`config.mk`:
```
export PLATFORM = sky130hd
export DESIGN_NAME = pc_gen_multi
export DESIGN_NICKNAME = d
export VERILOG_FILES = /design/src/rtl/pc_gen_multi_pkg.sv /design/src/rtl/pc_gen_multi_arb.sv /design/src/rtl/pc_gen_multi.sv
export SDC_FILE = /design/constraint.sdc
export NUM_CORES = 1
export LEC_CHECK = 0
export BUFFER_PORTS_ARGS = -buffer_cell sky130_fd_sc_hd__buf_2
export CORE_MARGIN = 3
export CORE_UTILIZATION = 40
export CTS_BUF_LIST = sky130_fd_sc_hd__clkbuf_2 sky130_fd_sc_hd__clkbuf_4 sky130_fd_sc_hd__clkbuf_8
export CTS_CLUSTER_DIAMETER = 60
export CTS_CLUSTER_SIZE = 14
export DETAILED_ROUTE_END_ITERATION = 6
export HOLD_SLACK_MARGIN = 0.12
export PLACE_DENSITY = 0.77
export SKIP_LAST_GASP = 1
export SLEW_MARGIN = 40
export SYNTH_ARGS = -nofsm -noshare
export SYNTH_HDL_FRONTEND = slang
export SYNTH_SLANG_ARGS = --single-unit
```
`constraint.sdc`:
```
create_clock -name clk -period 2.03 [get_ports clk]
set_clock_uncertainty 0.05 [all_clocks]
set_input_delay 0.1015 -clock clk [delete_from_list [all_inputs] [get_ports clk]]
set_output_delay 0.1015 -clock clk [all_outputs]
set_load 0.02 [all_outputs]
```
`src/rtl/pc_gen_multi_pkg.sv`:
```
// Shared types and constants for the multi-source fetch PC generator.
// FSM encoding, reset/stall/chip-enable levels and a select-width helper.
package pc_gen_multi_pkg;

    typedef enum logic [1:0] {
        PC_BOOT = 2'd0,
        PC_RUN  = 2'd1,
        PC_HOLD = 2'd2
    } pc_state_t;

    localparam logic RSTN_ENABLE   = 1'b0;
    localparam logic CHIPS_ENABLE  = 1'b1;
    localparam logic CHIPS_DISABLE = 1'b0;
    localparam logic STOP          = 1'b1;

    // Width of a channel index; at least one bit so a single channel still has a port.
    function automatic int sel_width(input int n);
        return (n > 1) ? $clog2(n) : 1;
    endfunction

endpackage

```
`src/rtl/pc_gen_multi_arb.sv`:
```
// Fixed-priority redirect arbiter: highest-index valid channel wins.
// Latency: combinational. Backpressure: none, pure function of inputs.
// Reports any-valid, winning index and winning target.
module pc_gen_multi_arb
    import pc_gen_multi_pkg::*;
#(
    parameter int ADDR_W    = 32,
    parameter int NUM_REDIR = 2,
    parameter int SEL_W     = sel_width(NUM_REDIR)
) (
    input  logic [NUM_REDIR-1:0]        redir_valid_i,
    input  logic [NUM_REDIR*ADDR_W-1:0] redir_target_i,
    output logic                        any,
    output logic [SEL_W-1:0]            sel,
    output logic [ADDR_W-1:0]           tgt
);

    // Ascending scan so the oldest (highest-index) valid stage overrides younger ones.
    always_comb begin
        any = 1'b0;
        sel = '0;
        tgt = redir_target_i[ADDR_W-1:0];
        for (int k = 0; k < NUM_REDIR; k++) begin
            if (redir_valid_i[k]) begin
                any = 1'b1;
                sel = SEL_W'(k);
                tgt = redir_target_i[k*ADDR_W +: ADDR_W];
            end
        end
    end

endmodule

```
`src/rtl/pc_gen_multi.sv`:
```
// IF-stage program counter with prioritised multi-stage redirects; holds a redirect across a stall.
// Latency: redirect/step visible on pc_o one edge later. Backpressure: stall_i freezes pc_o, parks redirect.
// Optional macro PC_MISALIGN_EN: misaligned applied targets trap to TRAP_VEC and pulse misalign_o.
module pc_gen_multi
    import pc_gen_multi_pkg::*;
#(
    parameter int                ADDR_W    = 32,
    parameter int                NUM_REDIR = 2,
    parameter int                PC_STEP   = 4,
    parameter logic [ADDR_W-1:0] RESET_VEC = '0,
    parameter logic [ADDR_W-1:0] TRAP_VEC  = ADDR_W'(32'h0000_0100)
) (
    input  logic                        clk,
    input  logic                        rst,
    input  logic                        stall_i,
    input  logic [NUM_REDIR-1:0]        redir_valid_i,
    input  logic [NUM_REDIR*ADDR_W-1:0] redir_target_i,
    output logic [ADDR_W-1:0]           pc_o,
    output logic                        ce_o,
    output logic                        pend_o,
    output logic                        misalign_o
);

    localparam int SEL_W = sel_width(NUM_REDIR);

    pc_state_t          state_q, state_nxt;
    logic [ADDR_W-1:0]  pc_q, pc_nxt;
    logic [ADDR_W-1:0]  pend_tgt_q, pend_tgt_nxt;
    logic [SEL_W-1:0]   pend_src_q, pend_src_nxt;
    logic               load;
    logic [ADDR_W-1:0]  load_tgt;

    logic               arb_any;
    logic [SEL_W-1:0]   arb_sel;
    logic [ADDR_W-1:0]  arb_tgt;
    logic               stalled;

    assign stalled = (stall_i == STOP);

    pc_gen_multi_arb #(
        .ADDR_W    (ADDR_W),
        .NUM_REDIR (NUM_REDIR),
        .SEL_W     (SEL_W)
    ) u_arb (
        .redir_valid_i  (redir_valid_i),
        .redir_target_i (redir_target_i),
        .any            (arb_any),
        .sel            (arb_sel),
        .tgt            (arb_tgt)
    );

`ifdef PC_MISALIGN_EN
    logic mis_q, mis_nxt;
`endif

    always_comb begin
        state_nxt    = state_q;
        pc_nxt       = pc_q;
        pend_tgt_nxt = pend_tgt_q;
        pend_src_nxt = pend_src_q;
        load         = 1'b0;
        load_tgt     = pend_tgt_q;
        case (state_q)
            PC_BOOT: state_nxt = PC_RUN;
            PC_RUN: begin
                if (arb_any) begin
                    if (!stalled) begin
                        load     = 1'b1;
                        load_tgt = arb_tgt;
                    end else begin
                        pend_tgt_nxt = arb_tgt;
                        pend_src_nxt = arb_sel;
                        state_nxt    = PC_HOLD;
                    end
                end else if (!stalled) begin
                    pc_nxt = pc_q + ADDR_W'(PC_STEP);
                end
            end
            PC_HOLD: begin
                // A younger stage than the parked one is on the wrong path and is dropped.
                if (arb_any && (arb_sel >= pend_src_q)) begin
                    if (!stalled) begin
                        load      = 1'b1;
                        load_tgt  = arb_tgt;
                        state_nxt = PC_RUN;
                    end else begin
                        pend_tgt_nxt = arb_tgt;
                        pend_src_nxt = arb_sel;
                    end
                end else if (!stalled) begin
                    load      = 1'b1;
                    load_tgt  = pend_tgt_q;
                    state_nxt = PC_RUN;
                end
            end
            default: state_nxt = PC_BOOT;
        endcase
        if (load) begin
            pc_nxt = load_tgt;
        end
`ifdef PC_MISALIGN_EN
        mis_nxt = 1'b0;
        if (load && (load_tgt[1:0] != 2'b00)) begin
            pc_nxt  = TRAP_VEC;
            mis_nxt = 1'b1;
        end
`endif
    end

    always_ff @(posedge clk) begin
        if (rst == RSTN_ENABLE) begin
            state_q    <= PC_BOOT;
            pc_q       <= RESET_VEC;
            pend_tgt_q <= '0;
            pend_src_q <= '0;
        end else begin
            state_q    <= state_nxt;
            pc_q       <= pc_nxt;
            pend_tgt_q <= pend_tgt_nxt;
            pend_src_q <= pend_src_nxt;
        end
    end

`ifdef PC_MISALIGN_EN
    always_ff @(posedge clk) begin
        if (rst == RSTN_ENABLE) begin
            mis_q <= 1'b0;
        end else begin
            mis_q <= mis_nxt;
        end
    end
    assign misalign_o = mis_q;
`else
    assign misalign_o = 1'b0;
`endif

    assign pc_o   = pc_q;
    assign ce_o   = (state_q != PC_BOOT) ? CHIPS_ENABLE : CHIPS_DISABLE;
    assign pend_o = (state_q == PC_HOLD);

endmodule
```
# Yosys cells after proc, flatten, opt, wreduce, memory -nomap -nowiden
# Index checks and enable logic that the tools add are counted.
classes:
  addsub: 1
  magnitude_cmp: 1
  n_eq_ne: 8
  mux: 28
  reduce_logical: 8
ops:
  columns: ["cell", "count"]
  rows:
  - ["2-to-1 mux 32 bit", 11]
  - ["case mux 32 bit (2 select lines)", 2]
  - ["adder 32 x 3 -> 32 bit (second input constant)", 1]
  - ["2-to-1 mux 1 bit", 9]
  - ["AND reduction 3 bit", 3]
  - ["inequality test 2 bit (second input constant)", 4]
  - ["2-to-1 mux 2 bit", 3]
  - ["case mux 2 bit (3 select lines)", 1]
  - ["nonzero test 2 bit", 3]
  - ["inequality test 2 x 1 -> 1 bit (second input constant)", 2]
  - ["case mux 1 bit (2 select lines)", 2]
  - ["== test 2 x 1 -> 1 bit (second input constant)", 1]
  - ["== test 2 bit (second input constant)", 1]
  - ["logical NOT 2 bit", 1]
  - ["greater-or-equal comparator 1 bit", 1]
  - ["logical AND 1 bit", 1]
totals:
  ff_bits: 67
  input_bits: 69
  output_inout_bits: 35
  word_cells: 50

# Longest topological paths before layout
# Gate-level depths: netlist of the first run.
depth:
  word_depth: 6
  ltp_mapped: 10
  mapped_depth_nobuf: 7

# Modules after synthesis
# A second synthesis of the first run with hierarchy kept.
hier_totals:
  cells_unflattened: 431
  area_unflattened_um2: 3887.5
modules_own_cells:
  columns: ["module", "n_inst", "cells_per_inst", "area_per_inst_um2", "seq_area_each_um2"]
  rows:
  - ["pc_gen_multi", 1, 393, 3333.2, 1341.3]
  - ["pc_gen_multi_arb", 1, 38, 554.3, 0.0]

# Least setup slack after synthesis of the first run
# OpenSTA, ideal clock, no wires.
synth_path:
  kind: "flip-flop to flip-flop"
  start: "register state_q[0]"
  end: "register pc_q[1] (netlist: pc_o[1])"
  setup_time_ps: 133
  arrival_ps: 2007
  required_ps: 1847
  slack_ps: -160
  stages_incl_launch_ff: 11
  path_buffers: 4
  period_less_slack_ps: 2190
  path_cell_list: "dfxtp_1 > inv_1 > ha_1 > buf_4 > nor2_2 > or3_1 > buf_4 > clkbuf_8 > buf_2 > a221oi_1 > nor3_1"
synth_via:
  elab_chain_len: 4
  elab_cells_between_ends: 9
  cone_classes: "eq/ne (4); mux (3); reduce/logical (2)"
synth_lines:
  columns: ["item", "line", "source"]
  rows:
  - ["start: declaration", "pc_gen_multi.sv:26", "pc_state_t state_q, state_nxt;"]
  - ["start signal: assignment", "pc_gen_multi.sv:117", "state_q <= state_nxt;"]
  - ["== test 2 bit (*)", null, null]
  - ["named net pend_o", "pc_gen_multi.sv:20", "output logic pend_o,"]
  - ["case mux 1 bit (2 select lines)", "pc_gen_multi.sv:63", "case (state_q)"]
  - ["inequality test 2 bit (no source line), or another cell as far along", null, null]
  - ["AND reduction 3 bit (no source line)", null, null]
  - ["end signal: assignment", "pc_gen_multi.sv:118", "pc_q <= pc_nxt;"]
  - ["end: declaration", "pc_gen_multi.sv:27", "logic [ADDR_W-1:0] pc_q, pc_nxt;"]
# Mark *: on every way through the listed nets, which the timed path passes. The rest lies on a longest branch.
# A chain may end at the register's enable or synchronous reset.

# Worst setup path in the final report of the first run
layout_path:
  start: "register state_q[1]"
  end: "register pend_tgt_q[12]"
layout_via:
  elab_chain_len: 3
  elab_cells_between_ends: 7
  cone_classes: "eq/ne (4); mux (1); reduce/logical (2)"
layout_lines:
  columns: ["item", "line", "source"]
  rows:
  - ["== test 2 bit or == test 2 x 1 -> 1 bit (tied branches)", "pc_gen_multi.sv:63", null]
  - ["inequality test 2 x 1 -> 1 bit (no source line), or another cell as far along", null, null]
  - ["AND reduction 3 bit (no source line)", null, null]
  - ["end signal: assignment", "pc_gen_multi.sv:119", "pend_tgt_q <= pend_tgt_nxt;"]
  - ["end: declaration", "pc_gen_multi.sv:28", "logic [ADDR_W-1:0] pend_tgt_q, pend_tgt_nxt;"]
# Parallel ways exist; a longest one is shown, timed or not.

==> results by group, run 1 <==
Cells and area
  • P&R area growth vs syn: 46.6%
  • Nets: 708
  • Post-route cell area: slightly below 0.006 mm^2
  • Share of layout cells above drive strength 1: 0.427
  • Ant diodes: 0
  • Fin util: 0.617
  • Final Non-Filler Cells: slightly below 800

Routing
  • Vias/cell: a little over 6
  • Initial DRC Count: between 300 and 400
  • Routed WL per cell: roughly 19 um
  • Antenna Nets Post-Route: 0
  • DRT Pass-1 Iters: 5
  • Via count: around 4,600
  • # DRC: 0
  • Routed wire length: between 10,000 and 15,000 um

Setup path
  • FF-to-FF Start: state_q[1]
  • Worst path bufs/invs: 4
  • Crit Reg-Reg Endpoint: pend_tgt_q[12]
  • Largest stage delay on the critical path: about 340 ps
  • Startpoint types: flip-flop
  • Slowest library cell on the worst path: dfxtp_2
  • Critical Path Most Common Cell: buf_4
  • Crit Path Class: flip-flop to flip-flop
  • Top delay family on crit path: buffers and inverters
  • Worst R2R Path Depth: 10
  • Arrival time worst endpoint: 2290 ps
  • Critical path, cell by cell: buf_4 > ha_4 > buf_4 > nand2_1 > a21oi_2 > nor3_4 > buf_4 > buf_6 > nor2_1 > a211oi_1
  • Crit Path Max Fanout: 28
  • Worst R2R Setup Slack: -60 ps
  • Critical path endpoint category: flip-flop
  • Req. time, crit path: about 2200 ps

Yosys
  • Top-count cell post-synth: dfxtp_1
  • Area of the mapped netlist: a little under 0.004 mm^2
  • Most instantiated cells after synthesis: 67 x dfxtp_1, 56 x nor2_1, 44 x a211oi_1
  • Syn_nets: ~540
  • EDFF count, synth: 0
  • Synth unique cells: 70
  • Area leader, netlist: dfxtp_1
  • Asr flop ratio synth: 0
  • Synth Flop Type: dfxtp_1
  • Seq cells post-synth: 67
  • Synth area leaders: dfxtp_1 34%, a211oi_1 8.3%, mux2i_1 8.1%
  • Yosys warns: 0
  • Synth top area share: 0.339
  • Syn Area/Cell: 8.50 um^2
  • Syn Inst Count: 466
  • Sequential element share of the synthesized area: 0.339

Timing
  • Post-layout minimum cycle time: between 2000 and 2500 ps
  • # setup viols final: 3
  • Slew margin rel.: 0.614
  • Hold Fails Final Rpt: 0
  • Total Neg Setup Slack: -100 ps
  • Setup WS post-layout: -58.1 ps
  • WHS: between 100 and 150 ps
  • Final period util: 1.03
  • Fmax: approximately 480 MHz
  • Slew Limit Fails: 0
  • RSZ-0062 raised after global routing: yes
  • Worst Tran Pin Value: 576 ps

GRT
  • First-pass GRT wire length: 21,800 um
  • Remaining global-route overflow: 0
  • Vias in the first global route: around 4,300
  • Met2 GRT Util: 0.384
  • Met1 Use GR: 0.332
  • Initial antenna violation count: 0
  • Total GRT Usage: 0.242
  • Layer with the highest usage: met2
  • Met3 Track Usage GR: 0.0416
  • Pin count of the biggest net entering global routing: 58

Clock network
  • Clock transition at path regs: around 80 ps
  • Cts bufs inserted: 9
  • CTS tree: built
  • Clock Tree Buf Depth: 2
  • H-tree lvl count: 3
  • CTS Root Cell: clkbuf_8
  • Clk_lat worst skew: 350 ps
  • Clock sinks: 67

Floorplan
  • I/O Pins: around 100
  • Rows: 35
  • Die height: between 100 and 150 um
  • Die area: between 0.01 and 0.015 mm^2
  • Chip width: around 110 um
  • Core Region: between 0.009 and 0.01 mm^2
  • Initial Util: 0.421

Power
  • Leakage: ~2.4 nW
  • Pwr dens: 685 mW/mm^2
  • Total power: between 3 and 4 mW
  • Worst vdd ir: between 300 and 400 uV

Place
  • Area post-placement: between 0.005 and 0.006 mm^2
  • Setup WS pre-CTS: -234 ps
  • RePlAce Congestion: ~0.99
  • HPWL after DPL: 9990 um
  • Dpl cells: between 700 and 800
  • Port Buffers: a little over 100

Hold path
  • HP Start: redir_target_i[32]
  • Worst hold path depth: 3
  • Hold EP: pend_tgt_q[0]
  • Type of the most critical hold path: input port to flip-flop

Run status
  • Outcome: complete, but fails checks
  • Failing checks: setup timing

Job
  • Max-cap violations: 0
## what timing repair did
action | in CTS | in global routing
hold buffers | 10 | 0
pin swaps | 4 | 14
cloned | 1 | 4
endpoints found under the setup margin | 28 | 39
setup buffers | 1 | 4
gates resized for setup | 34 | 40
endpoints found under the hold margin | 10 | 0
## cell families after synthesis
family / Yosys count / synth area share
mux: 39 / 0.101
simple gates: 160 / 0.216
fa+ha+maj: 4 / 0.0126
xor+xnor: 14 / 0.0310
other cells: 1 / 0.000947
buf+inv: 51 / 0.0625
flops: 67 / 0.339
compound gates: 130 / 0.237
## cell type report
| type | instances | area (um^2) |
|---|---|---|
| multi-input combinational | 348 | 2700 |
| inverter | 14 | 57.6 |
| clock buffer | 11 | 145 |
| clock inverter | 5 | 61.3 |
| fill | 758 | 3610 |
| sequential | 67 | 1350 |
| timing repair buffer | 195 | 1340 |
| tap | 129 | 161 |
## placed cells by master (no fill, tap or decap), types with 4 or more instances in the layout
cell,netlist,final
dfxtp_1,67,65
buf_2,14,104
buf_4,6,66
buf_6,0,9
a21oi_1,22,19
mux2_2,7,7
nand3_1,18,17
nand2_1,14,13
nor3_4,1,4
nor3_2,0,6
a21o_1,4,4
o31a_1,4,4
xor2_1,8,8
nor2_1,56,52
nor4_2,3,4
clkbuf_8,1,10
mux2i_1,32,32
a211oi_2,1,5
o21ai_0,11,9
xnor2_1,6,6
a211oi_1,44,40
nor3_1,21,12
dlygate4sd3_1,1,10
inv_1,13,11
nand4_1,11,11
## where the power goes
part | switching, mW | internal, mW | total [mW]
sequential | 0.107 | 1.43 | 1.54
clock | 0.559 | 0.622 | 1.18
combinational | 0.698 | 0.559 | 1.26
total | 1.36 | 2.62 | 3.98
## how the worst max path moves through the flow
stage               startpoint              to  slack [ps]  cells after the start
floorplan           state_q[0]         pc_o[1]           5                     10
global placement    state_q[0]        pc_o[24]        -230                      8
detailed placement  state_q[0]        pc_o[24]        -230                      8
CTS                 state_q[0]        pc_o[24]         -10                      9
global route        state_q[1]  pend_tgt_q[12]         -90                     10
finish              state_q[1]  pend_tgt_q[12]         -60                     10
## registers in the layout (all words and copies together) (netlist names)
name / flops
pend_src_q: 1
pend_tgt_q: 32
state_q: 2
pc_o: 32
## routing by layer
metal | vias up | wire length [um]
met5 | - | 0
met1 | 2162 | 5710
li1 | 2106 | -
met3 | 61 | 1500
met2 | 312 | 6900
met4 | 0 | 513
## worst register-to-register path: cells and delay by family, from the launching register on
| kind | cells | cell delay, ps |
|---|---|---|
| adder cells (fa/ha/maj) | 1 | 180 |
| buffers and inverters | 4 | 720 |
| AO/OA/AOI/OAI | 2 | 330 |
| AND/OR/NAND/NOR | 3 | 390 |
| flip-flops | 1 | 340 |
Note: power is estimated with default switching activity, not from simulation.
==> inputs of run 2 (changes only) <==
Settings changed: SKIP_CTS_REPAIR_TIMING set to 1.
==> results by group, run 2 (same netlist as run 1, synthesis figures left out) <==
Run status
  • Outcome: complete, but fails checks
  • Failing checks: setup timing

GRT
  • Vias in the first global route: 4,152 (-2.6%)
  • Initial antenna violation count: 0 (unchanged)
  • Pin count of the biggest net entering global routing: 58 (unchanged)
  • First-pass GRT wire length: 21,000 um (-3.8%)
  • Total GRT Usage: 0.232 (-0.00945)
  • Remaining global-route overflow: 0 (unchanged)

Floorplan
  • Die height: 106 um (unchanged)
  • Chip width: 106 um (unchanged)
  • Core Region: 0.00942 mm^2 (unchanged)
  • Rows: 35 (unchanged)
  • I/O Pins: 104 (unchanged)
  • Die area: 0.0111 mm^2 (unchanged)
  • Initial Util: 0.421 (unchanged)

Timing
  • RSZ-0062 raised after global routing: yes
  • WHS: 94.9 ps (-14.7 ps)
  • Fmax: 469 MHz (-2.1%)
  • Post-layout minimum cycle time: 2130 ps (+43.8 ps)
  • Hold Fails Final Rpt: 0 (unchanged)
  • Slew Limit Fails: 0 (unchanged)
  • Setup WS post-layout: -102 ps (-43.8 ps)
  • # setup viols final: 13 (+10)
  • Slew margin rel.: 0.632 (+0.0177)
  • Worst Tran Pin Value: 549 ps (-26.4 ps)
  • Final period util: 1.05 (+0.0216)

Job
  • Max-cap violations: 0 (unchanged)

Cells and area
  • Commonest non-fill, non-tap cell in the layout: buf_2
  • P&R area growth vs syn: 44.7%
  • Post-route cell area: 0.00573 mm^2 (-1.3%)
  • Nets: 703 (-0.71%)
  • Multi-input logic area: 0.00267 mm^2 (-0.93%)
  • Ant diodes: 0 (unchanged)
  • Share of layout cells above drive strength 1: 0.425 (-0.00137)
  • Fin util: 0.609 (-0.00784)
  • Register Area: 0.00135 mm^2 (unchanged)
  • FILL cells: 784 (+3.4%)
  • Most frequent cells in the layout: 103 x buf_2, 65 x dfxtp_1, 65 x buf_4

Routing
  • # DRC: 0 (unchanged)
  • Via count: 4,554 (-1.9%)
  • Antenna Nets Post-Route: 0 (unchanged)
  • Vias/cell: 5.96 (-1.2%)
  • Routed wire length: 14,600 um (-0.32%)
  • Initial DRC Count: 394 (unchanged)
  • Routed WL per cell: 19.1 um (+0.33%)
  • DRT Pass-1 Iters: 7 (+2)

Setup path
  • Largest stage delay on the critical path: 400 ps (+60 ps)
  • FF-to-FF Start: state_q[0]
  • Critical path endpoint category: flip-flop
  • Req. time, crit path: 2260 ps (+30 ps)
  • Crit Path Class: flip-flop to flip-flop
  • Slowest library cell on the worst path: or3_4
  • Crit Path Max Fanout: 6 (-79%)
  • Startpoint types: flip-flop
  • Critical path, cell by cell: inv_2 > ha_4 > nand2b_1 > or3_4 > buf_8 > buf_4 > nor3_2 > a221oi_2 > o22ai_1
  • Worst setup path start: state_q[0]
  • Arrival time worst endpoint: 2360 ps (+70 ps)

Hold path
  • HP Start: redir_target_i[20]
  • Type of the most critical hold path: input port to flip-flop

Place
  • RePlAce Congestion: 0.988 (unchanged)
  • HPWL after DPL: 9990 um (unchanged)
  • Port Buffers: 102 (unchanged)
  • Setup WS pre-CTS: -234 ps (unchanged)
  • Area post-placement: 0.00505 mm^2 (unchanged)

Clock network
  • CTS tree: built
  • Clk_lat worst skew: 350 ps (about the same)
  • Cts bufs inserted: 9 (unchanged)
  • Clock sinks: 67 (unchanged)
  • Clock transition at path regs: 80 ps (about the same)
  • CTS Root Cell: clkbuf_8
  • H-tree lvl count: 3 (unchanged)
  • Clock Tree Buf Depth: 2 (unchanged)

Power
  • Pwr dens: 689 mW/mm^2 (+0.54%)
  • Worst vdd ir: 340 uV (+11%)
  • Leakage: 2.34 nW (-1.2%)
run 2: worst paths after layout:
kind	to	slack, ps	cells after the start
worst min register to register	pc_o[24]	430	2
worst max-delay path	pc_o[27]	-100	9
worst min-delay path	pend_tgt_q[20]	90	3
worst max register to register	pc_o[27]	-100	9
run 2: area by class of cell:
type                            instances  share of cell area
Inverter                               14             0.00960
Clock buffer                           11              0.0253
Sequential cell                        67               0.235
Tap cell                              129              0.0282
Timing Repair Buffer                  190               0.225
Clock inverter                          5              0.0107
Multi-Input combinational cell        348               0.466
run 2: critical path: cells and delay by family (launching register included):
kind | cells | cell delay [ps]
AND/OR/NAND/NOR | 3 | 720
buffers and inverters | 3 | 390
flip-flops | 1 | 380
adder cells (fa/ha/maj) | 1 | 280
AO/OA/AOI/OAI | 2 | 260
run 2: where the power goes:
part           total [mW]  switching (mW)  internal (mW)
sequential           1.54           0.104           1.43
combinational        1.24           0.692          0.543
clock                1.18           0.554          0.622
total                3.95            1.35           2.60
run 2: through the flow:
| step | cells | power [mW] | TNS (ps) |
|---|---|---|---|
| 3_5_place_dp | 734 | 2.59 | -2060 |
| 4_1_cts | 750 | 3.73 | -2450 |
| 2_1_floorplan | 466 | 2.15 | 0 |
| 3_3_place_gp | 734 | 2.55 | -892 |
| 5_1_grt | 764 | 4.11 | -2000 |
| 6_report | 764 | 3.95 | -552 |
run 2: routing by layer:
layer	global-route usage	vias to the layer above	routed length (um)
met4	0.0740	0	403
met1	0.323	2127	5860
met3	0.0429	44	1370
met5	0	-	0
li1	-	2096	-
met2	0.365	287	6950
